File: src/rtl/r5_pkg.sv
// ---------------------------------------------------------------------------
// r5_pkg : shared definitions for the Radix-5 FFT datapath stages.
//   RADIX      - butterfly radix (samples per group)
//   DATA_W_DEF - default width of one real/imag component
//   slot_idx_t - index of a sample slot within a group (0..4)
//   grp_width  - width of the group index for an N-point frame,
//                max(1, clog2(N/RADIX))
// ---------------------------------------------------------------------------
package r5_pkg;

    localparam int RADIX      = 5;
    localparam int DATA_W_DEF = 32;

    typedef logic [2:0] slot_idx_t;

    // Group-index width for a frame of n_points samples; never below one bit.
    function automatic int grp_width(input int n_points);
        int groups;
        int w;
        groups = n_points / RADIX;
        w      = 32'sd1;
        while ((32'sd1 << w) < groups) begin
            w = w + 32'sd1;
        end
        return w;
    endfunction

endpackage

File: src/rtl/r5_gather.sv
// ---------------------------------------------------------------------------
// r5_gather : front-end gather stage of the Radix-5 FFT.
// Collects five consecutive complex samples and presents them in parallel
// to the radix-5 butterfly, together with the group index in the frame.
//
// Ports
//   clk        rising-edge clock
//   rst_n      asynchronous active-low reset
//   flush      (only with R5_GATHER_FLUSH_EN) emit a partial group,
//              missing slots as zero
//   in_valid   a_re/a_img carry a sample this cycle
//   a_re/a_img sample real / imaginary part
//   out_valid  one-cycle pulse, x_re/x_im hold a complete group
//   out_last   qualifies out_valid: final group of the frame
//   out_grp    index of the emitted group
//   x_re/x_im  slot k (arrival order) at bits [k*DATA_W +: DATA_W]
//
// Configuration macro: R5_GATHER_FLUSH_EN adds the flush input.
// ---------------------------------------------------------------------------
module r5_gather
    import r5_pkg::*;
#(
    parameter  int DATA_W   = DATA_W_DEF,
    parameter  int N_POINTS = 25,
    localparam int GRP_W    = grp_width(N_POINTS)
) (
    input  logic                    clk,
    input  logic                    rst_n,
`ifdef R5_GATHER_FLUSH_EN
    input  logic                    flush,
`endif
    input  logic                    in_valid,
    input  logic [DATA_W-1:0]       a_re,
    input  logic [DATA_W-1:0]       a_img,
    output logic                    out_valid,
    output logic                    out_last,
    output logic [GRP_W-1:0]        out_grp,
    output logic [RADIX*DATA_W-1:0] x_re,
    output logic [RADIX*DATA_W-1:0] x_im
);

    localparam int              NGRP     = N_POINTS / RADIX;
    localparam logic [GRP_W-1:0] LAST_GRP = GRP_W'(NGRP - 1);

    slot_idx_t               cnt_r;
    logic [GRP_W-1:0]        grp_r;
    // Only slots 0..3 are staged; slot 4 is taken straight from the input.
    logic [DATA_W-1:0]       stg_re_r [RADIX-1];
    logic [DATA_W-1:0]       stg_im_r [RADIX-1];
    logic                    out_valid_r;
    logic                    out_last_r;
    logic [GRP_W-1:0]        out_grp_r;
    logic [RADIX*DATA_W-1:0] x_re_r;
    logic [RADIX*DATA_W-1:0] x_im_r;

    logic                    flush_s;
    logic                    emit_s;
    slot_idx_t               cnt_nxt_s;
    logic [RADIX*DATA_W-1:0] grp_re_s;
    logic [RADIX*DATA_W-1:0] grp_im_s;

    // Emit decision, next slot count and the group word to be loaded.
    always_comb begin
        flush_s   = 1'b0;
        emit_s    = 1'b0;
        cnt_nxt_s = cnt_r;
        grp_re_s  = '0;
        grp_im_s  = '0;
`ifdef R5_GATHER_FLUSH_EN
        // A sample always wins over flush; an empty group never flushes.
        flush_s = flush && !in_valid && (cnt_r != 3'd0);
`else
        flush_s = 1'b0;
`endif
        emit_s = (in_valid && (cnt_r == 3'd4)) || flush_s;

        if (in_valid) begin
            cnt_nxt_s = (cnt_r == 3'd4) ? 3'd0 : cnt_r + 3'd1;
        end else if (flush_s) begin
            cnt_nxt_s = 3'd0;
        end else begin
            cnt_nxt_s = cnt_r;
        end

        // Slots not yet filled in this group read as zero (stale data masked).
        for (int k = 0; k < RADIX - 1; k++) begin
            if (slot_idx_t'(k) < cnt_r) begin
                grp_re_s[k*DATA_W +: DATA_W] = stg_re_r[k];
                grp_im_s[k*DATA_W +: DATA_W] = stg_im_r[k];
            end else begin
                grp_re_s[k*DATA_W +: DATA_W] = '0;
                grp_im_s[k*DATA_W +: DATA_W] = '0;
            end
        end
        if (in_valid) begin
            grp_re_s[(RADIX-1)*DATA_W +: DATA_W] = a_re;
            grp_im_s[(RADIX-1)*DATA_W +: DATA_W] = a_img;
        end else begin
            grp_re_s[(RADIX-1)*DATA_W +: DATA_W] = '0;
            grp_im_s[(RADIX-1)*DATA_W +: DATA_W] = '0;
        end
    end

    // Staging, counters and registered group outputs.
    always_ff @(posedge clk or negedge rst_n) begin
        if (!rst_n) begin
            cnt_r       <= 3'd0;
            grp_r       <= '0;
            out_valid_r <= 1'b0;
            out_last_r  <= 1'b0;
            out_grp_r   <= '0;
            x_re_r      <= '0;
            x_im_r      <= '0;
            for (int k = 0; k < RADIX - 1; k++) begin
                stg_re_r[k] <= '0;
                stg_im_r[k] <= '0;
            end
        end else begin
            cnt_r <= cnt_nxt_s;
            if (in_valid) begin
                for (int k = 0; k < RADIX - 1; k++) begin
                    if (cnt_r == slot_idx_t'(k)) begin
                        stg_re_r[k] <= a_re;
                        stg_im_r[k] <= a_img;
                    end
                end
            end
            out_valid_r <= emit_s;
            out_last_r  <= emit_s && (grp_r == LAST_GRP);
            if (emit_s) begin
                x_re_r    <= grp_re_s;
                x_im_r    <= grp_im_s;
                out_grp_r <= grp_r;
                grp_r     <= (grp_r == LAST_GRP) ? '0 : grp_r + GRP_W'(1);
            end
        end
    end

    assign out_valid = out_valid_r;
    assign out_last  = out_last_r;
    assign out_grp   = out_grp_r;
    assign x_re      = x_re_r;
    assign x_im      = x_im_r;

endmodule

File: config.mk
export PLATFORM = sky130hd
export DESIGN_NAME = r5_gather
export DESIGN_NICKNAME = d
export VERILOG_FILES = /design/src/rtl/r5_pkg.sv /design/src/rtl/r5_gather.sv
export SDC_FILE = /design/constraint.sdc
export NUM_CORES = 1
export LEC_CHECK = 0
export ABC_AREA = 1
export BUFFER_PORTS_ARGS = -buffer_cell sky130_fd_sc_hd__buf_2
export CAP_MARGIN = 5
export CORE_ASPECT_RATIO = 0.8
export CORE_UTILIZATION = 27
export CTS_CLUSTER_DIAMETER = 30
export DETAILED_ROUTE_END_ITERATION = 10
export GPL_TIMING_DRIVEN = 0
export SKIP_LAST_GASP = 1
export SLEW_MARGIN = 20
export SYNTH_ARGS = -nofsm -noshare
export SYNTH_HDL_FRONTEND = slang
export SYNTH_SLANG_ARGS = --single-unit
File: constraint.sdc
create_clock -name clk -period 1.65 [get_ports clk]
set_input_delay 0.165 -clock clk [delete_from_list [all_inputs] [get_ports clk]]
set_output_delay 0.165 -clock clk [all_outputs]
set_load 0.05 [all_outputs]
; ---- Yosys cells after proc, flatten, opt, wreduce, memory -nomap -nowiden
; Cells that the tools add are included.
[word_totals]
word_cells = 45
register_bits = 587
output_inout_bits = 325
inputBits = 67
[op_classes]
n_eq_ne = 5
n_lt_le_gt_ge = 4
mux = 12
add_sub_neg = 2
reduce_logical = 7
[ops]
columns = operator, count
row1 = 2-to-1 mux 32 bit, 10
row2 = AND reduction 2 bit, 4
row3 = adder 3 x 1 -> 3 bit (second input constant), 2
row4 = == test 3 x 2 -> 1 bit (second input constant), 2
row5 = == test 3 bit (second input constant), 2
row6 = less-than comparator 1 x 3 -> 1 bit (first input constant), 2
row7 = less-than comparator 2 x 3 -> 1 bit (first input constant), 2
row8 = 2-to-1 mux 3 bit, 2
row9 = == test 3 x 1 -> 1 bit (second input constant), 1
row10 = logical NOT 3 bit, 1
row11 = logical AND 1 bit, 2

; ---- Logic depth before layout (Yosys ltp)
[depth]
ltp_word = 3
mapped_depth = 9
ltp_nobuf = 7

; ---- Worst setup path after synthesis
; Ideal clock, no wire load.
[synth_timing]
kind = register to register
from = register cnt_r[0]
to = register x_im_r[128] (netlist: x_im[128])
t_arrival_ps = 1314
setup_ps = 122
stages_incl_launch_ff = 10
path_buffers = 2
setup_slack_ps = 213
required_ps = 1528
synth_period_minus_slack_ps = 1437
cell_sequence = dfrtp_1 -> inv_1 -> ha_1 -> nand2_1 -> nor2_4 -> inv_2 -> buf_6 -> buf_4 -> nand2_1 -> o21ai_1
[synth_via]
elab_chain_len = 2
[synth_lines]
columns = item, line
row1 = start: declaration, r5_gather.sv:45  ; slot_idx_t cnt_r;
row2 = start signal: assignment, r5_gather.sv:119  ; cnt_r <= cnt_nxt_s;
row3 = == test 3 bit, r5_gather.sv:75  ; emit_s = (in_valid && (cnt_r == 3'd4)) || flush_s;
row4 = logical AND 1 bit, r5_gather.sv:75
row5 = end signal: assignment, r5_gather.sv:132  ; x_im_r <= grp_im_s;
row6 = end: declaration, r5_gather.sv:54  ; logic [RADIX*DATA_W-1:0] x_im_r;
; No other way between the ends.
; A chain may end at the register's enable or synchronous reset.

; ---- Final worst setup path
[layout_timing]
from = register cnt_r[1]
to = register x_re_r[27] (netlist: x_re[27])
[layout_via]
elab_chain_len = 2
word_cells_on_any_way = 4
cone_classes = 1 x order compare / 1 x eq/ne / 1 x mux / 1 x reduce/logical
[layout_lines]
columns = item, line
row1 = less-than comparator 1 x 3 -> 1 bit or == test 3 bit (tied branches), "r5_gather.sv:87, r5_gather.sv:75"
row2 = 2-to-1 mux 32 bit or logical AND 1 bit (tied branches), "r5_gather.sv:87, r5_gather.sv:75"
row3 = end signal: assignment, r5_gather.sv:131  ; x_re_r <= grp_re_s;
row4 = end: declaration, r5_gather.sv:53  ; logic [RADIX*DATA_W-1:0] x_re_r;
; Parallel ways exist; a longest one is shown, timed or not.

==> results.tsv <==
metric	value	unit
critical path peak fanout	10	
Syn Nets	2315	
post-layout net count	2904	
Horiz. Die Dim	319	um
vias in the first global route	17500	
global-route wire length before repair	111000	um
Fillers	7870	
HP Class	in -> async	
Slew @ Worst Pin	0.574	ns
clock latency at the later pin of the worst-skew pair	0.67	ns
GR Util All Layers	18.1	%
Cells after Synth	2243	
failing checks	negative hold slack, negative setup slack	
fraction of layout instances using a drive strength above 1	25.9	%
pre-CTS setup slack	-0.760	ns
VDD IR max	1.21	mV
clk buf depth	3	
Post-route DRC	0	
Placed Area	25200	sq um
YS warnings	0	
Area growth syn-to-layout	40.4	%
Chip Height	256	um
cell taking the most area after synthesis	dfrtp_1	
sequential cell area	14700	sq um
Max-Cap Viols	0	
Worst slew margin	61.7	%
CTS H-tree depth	3	
Final min period	1.71	ns
total wire length	74200	um
sequential share of the synthesized area	67.6	%
distinct cell type count after synthesis	16	
Tcrit/Tclk final	104	%
Final Util	38.5	%
row cnt	92	
Multi-input gate area	6030	sq um
initial drt markers	1296	
WHS	-0.195	ns
final setup vio count	31	
synth top area cells	dfrtp_1 68%, nand2_1 18%, o21ai_0 5.2%, o21ai_1 2.3%, buf_2 1.8%	
Post-DRT Antenna Nets	0	
CP Launch Type	flop	
largest net degree at the start of global routing	90	
Worst EP arrival	2.30	ns
Fmax	584	MHz
Crit Path Class	reg -> reg	
overall power	72.9	mW
Final Max Slew Viols	0	
synthesized area per cell	9.69	sq um
Sink Count	587	
GPL Wtd Cong	0.764	
CTS tree	yes	
PD cells	2390	nW/um^2
IO Count	392	
Die Footprint	81600	sq um
RSZ-0062 raised after global routing	yes	
CTS clock-pin slew for the worst setup and hold paths	0.05	ns
Pre-antenna DRT Iters	5	
port buffer count	390	
grt total ovfl	0	
number of hold buffers added after CTS	68	
final worst-path setup slack	-0.0632	ns
status	finished, violations left	
CP required	2.24	ns
LEAKAGE	16.3	nW
vias per cell	4.50	
DR vias	17800	
final hold vios	265	
WL/cell	18.7	um
CORE AREA	79200	sq um
TritonCTS buffer count	111	
root buf cell	clkbuf_16	
fin area	30500	sq um
initial antenna violation count	7	
CP Capture Type	flop	
dpl hpwl	50500	um
Cell Area, Synth	21700	sq um
post-synth top area share	67.6	%
Clock Skews	0.0326	ns
Yosys reg bits	587	
Initial Util	27.4	%
==> per-layer routing <==
| metal | part of all wire, % | wire, um | GRT usage, % |
|---|---|---|---|
| met5 | 0.015 | 11 | 0 |
| met4 | 2.5 | 1890 | 5.80 |
| met3 | 6.7 | 5000 | 4.49 |
| met2 | 44 | 32700 | 27.0 |
| met1 | 47 | 34700 | 25.6 |
==> metrics by stage <==
stage,setup TNS [ns],instances
6_report,-0.426,3964
3_5_place_dp,-147.49,3674
5_1_grt,-12.31,3962
4_1_cts,-3.90,3956
3_3_place_gp,-7294.40,3667
2_1_floorplan,0,2243
==> worst max-delay path, cell delays in order (launching register included) <==
cell and delay [ns]:
dfrtp_1 0.42, inv_2 0.10, ha_4 0.15, nand2_4 0.06
nor2_4 0.16, buf_6 0.27, buf_4 0.24, nand2_1 0.15
nand2_1 0.10
==> cells by family after synthesis <==
group,synth area share (%)
DFF,67.6
buffers and inverters,4.87
and+or+nand+nor,19.7
adders and majority gates,0.288
AOI/OAI and AO/OA,7.53
==> Yosys cell counts <==
cell / number
a21oi_1: 2
o21ai_0: 225
nor2_4: 1
inv_1: 70
inv_2: 4
buf_2: 76
nand3_1: 70
buf_4: 23
ha_1: 5
clkbuf_1: 23
nor2_1: 4
buf_6: 12
dfrtp_1: 587
nand2_1: 1040
o21ai_1: 100
clkbuf_2: 1
==> power breakdown <==
part	internal, mW	total (mW)	switching, mW
Clock	15.0	23.0	7.97
Sequential	20.6	24.1	3.47
Combinational	6.19	25.8	19.6
Total	41.8	72.9	31.0
==> path summary, 6_finish.rpt <==
kind | start | end | slack [ns] | cells past startpoint
max in group asynchronous | rst_n | stg_re_r[122] | 0.49 | 8
min in group clk | a_img[31] | stg_im_r[95] | 0.08 | 3
worst max-delay path | cnt_r[1] | x_re[27] | -0.06 | 8
worst min register to register | stg_re_r[118] | x_re[22] | 0.46 | 2
worst min-delay path | rst_n | x_im[156] | -0.19 | 5
worst max register to register | cnt_r[1] | x_re[27] | -0.06 | 8
==> placed cells by master (no fill, tap or decap), types with 2 or more instances in the layout <==
cell type | netlist | layout
a21oi_1 | 2 | 2
buf_12 | 0 | 8
buf_16 | 0 | 15
buf_2 | 76 | 409
buf_4 | 23 | 45
buf_6 | 12 | 28
buf_8 | 0 | 11
bufinv_16 | 0 | 13
clkbuf_1 | 23 | 16
clkbuf_16 | 0 | 115
clkbuf_2 | 1 | 15
clkbuf_4 | 0 | 12
clkbuf_8 | 0 | 13
clkinv_2 | 0 | 15
clkinv_4 | 0 | 11
clkinv_8 | 0 | 4
clkinvlp_4 | 0 | 12
dfrtp_1 | 587 | 587
diode_2 | 0 | 2
dlygate4sd3_1 | 0 | 63
ha_1 | 5 | 4
inv_1 | 70 | 68
inv_2 | 4 | 5
inv_6 | 0 | 12
inv_8 | 0 | 3
nand2_1 | 1040 | 1038
nand3_1 | 70 | 69
nor2_1 | 4 | 4
o21ai_0 | 225 | 215
o21ai_1 | 100 | 105
o21ai_2 | 0 | 5
==> registers in the layout, indices dropped and copies added (netlist names) <==
name	cells
grp_r	3
x_re	160
x_im	160
out_grp	3
stg_re_r	128
stg_im_r	128
out_valid	1
cnt_r	3
out_last	1
==> repair_timing <==
action	in CTS	in global routing
gates cloned	3	4
resized for setup	109	76
endpoints found under the setup margin	509	513
buffers inserted	2	2
hold endpoints to repair	578	265
pin swaps	0	0
==> area by class of cell <==
type                            count  share of cell area, %
Buffer                            135                   3.93
Sequential cell                   587                   48.2
Antenna cell                        2                 0.0164
Timing Repair Buffer              476                   10.3
Tap cell                         1034                   4.24
Clock inverter                     70                   2.81
Clock buffer                      139                   9.85
Multi-Input combinational cell   1447                   19.8
Inverter                           74                  0.919
No activity file was read; power rests on OpenSTA's default activity.
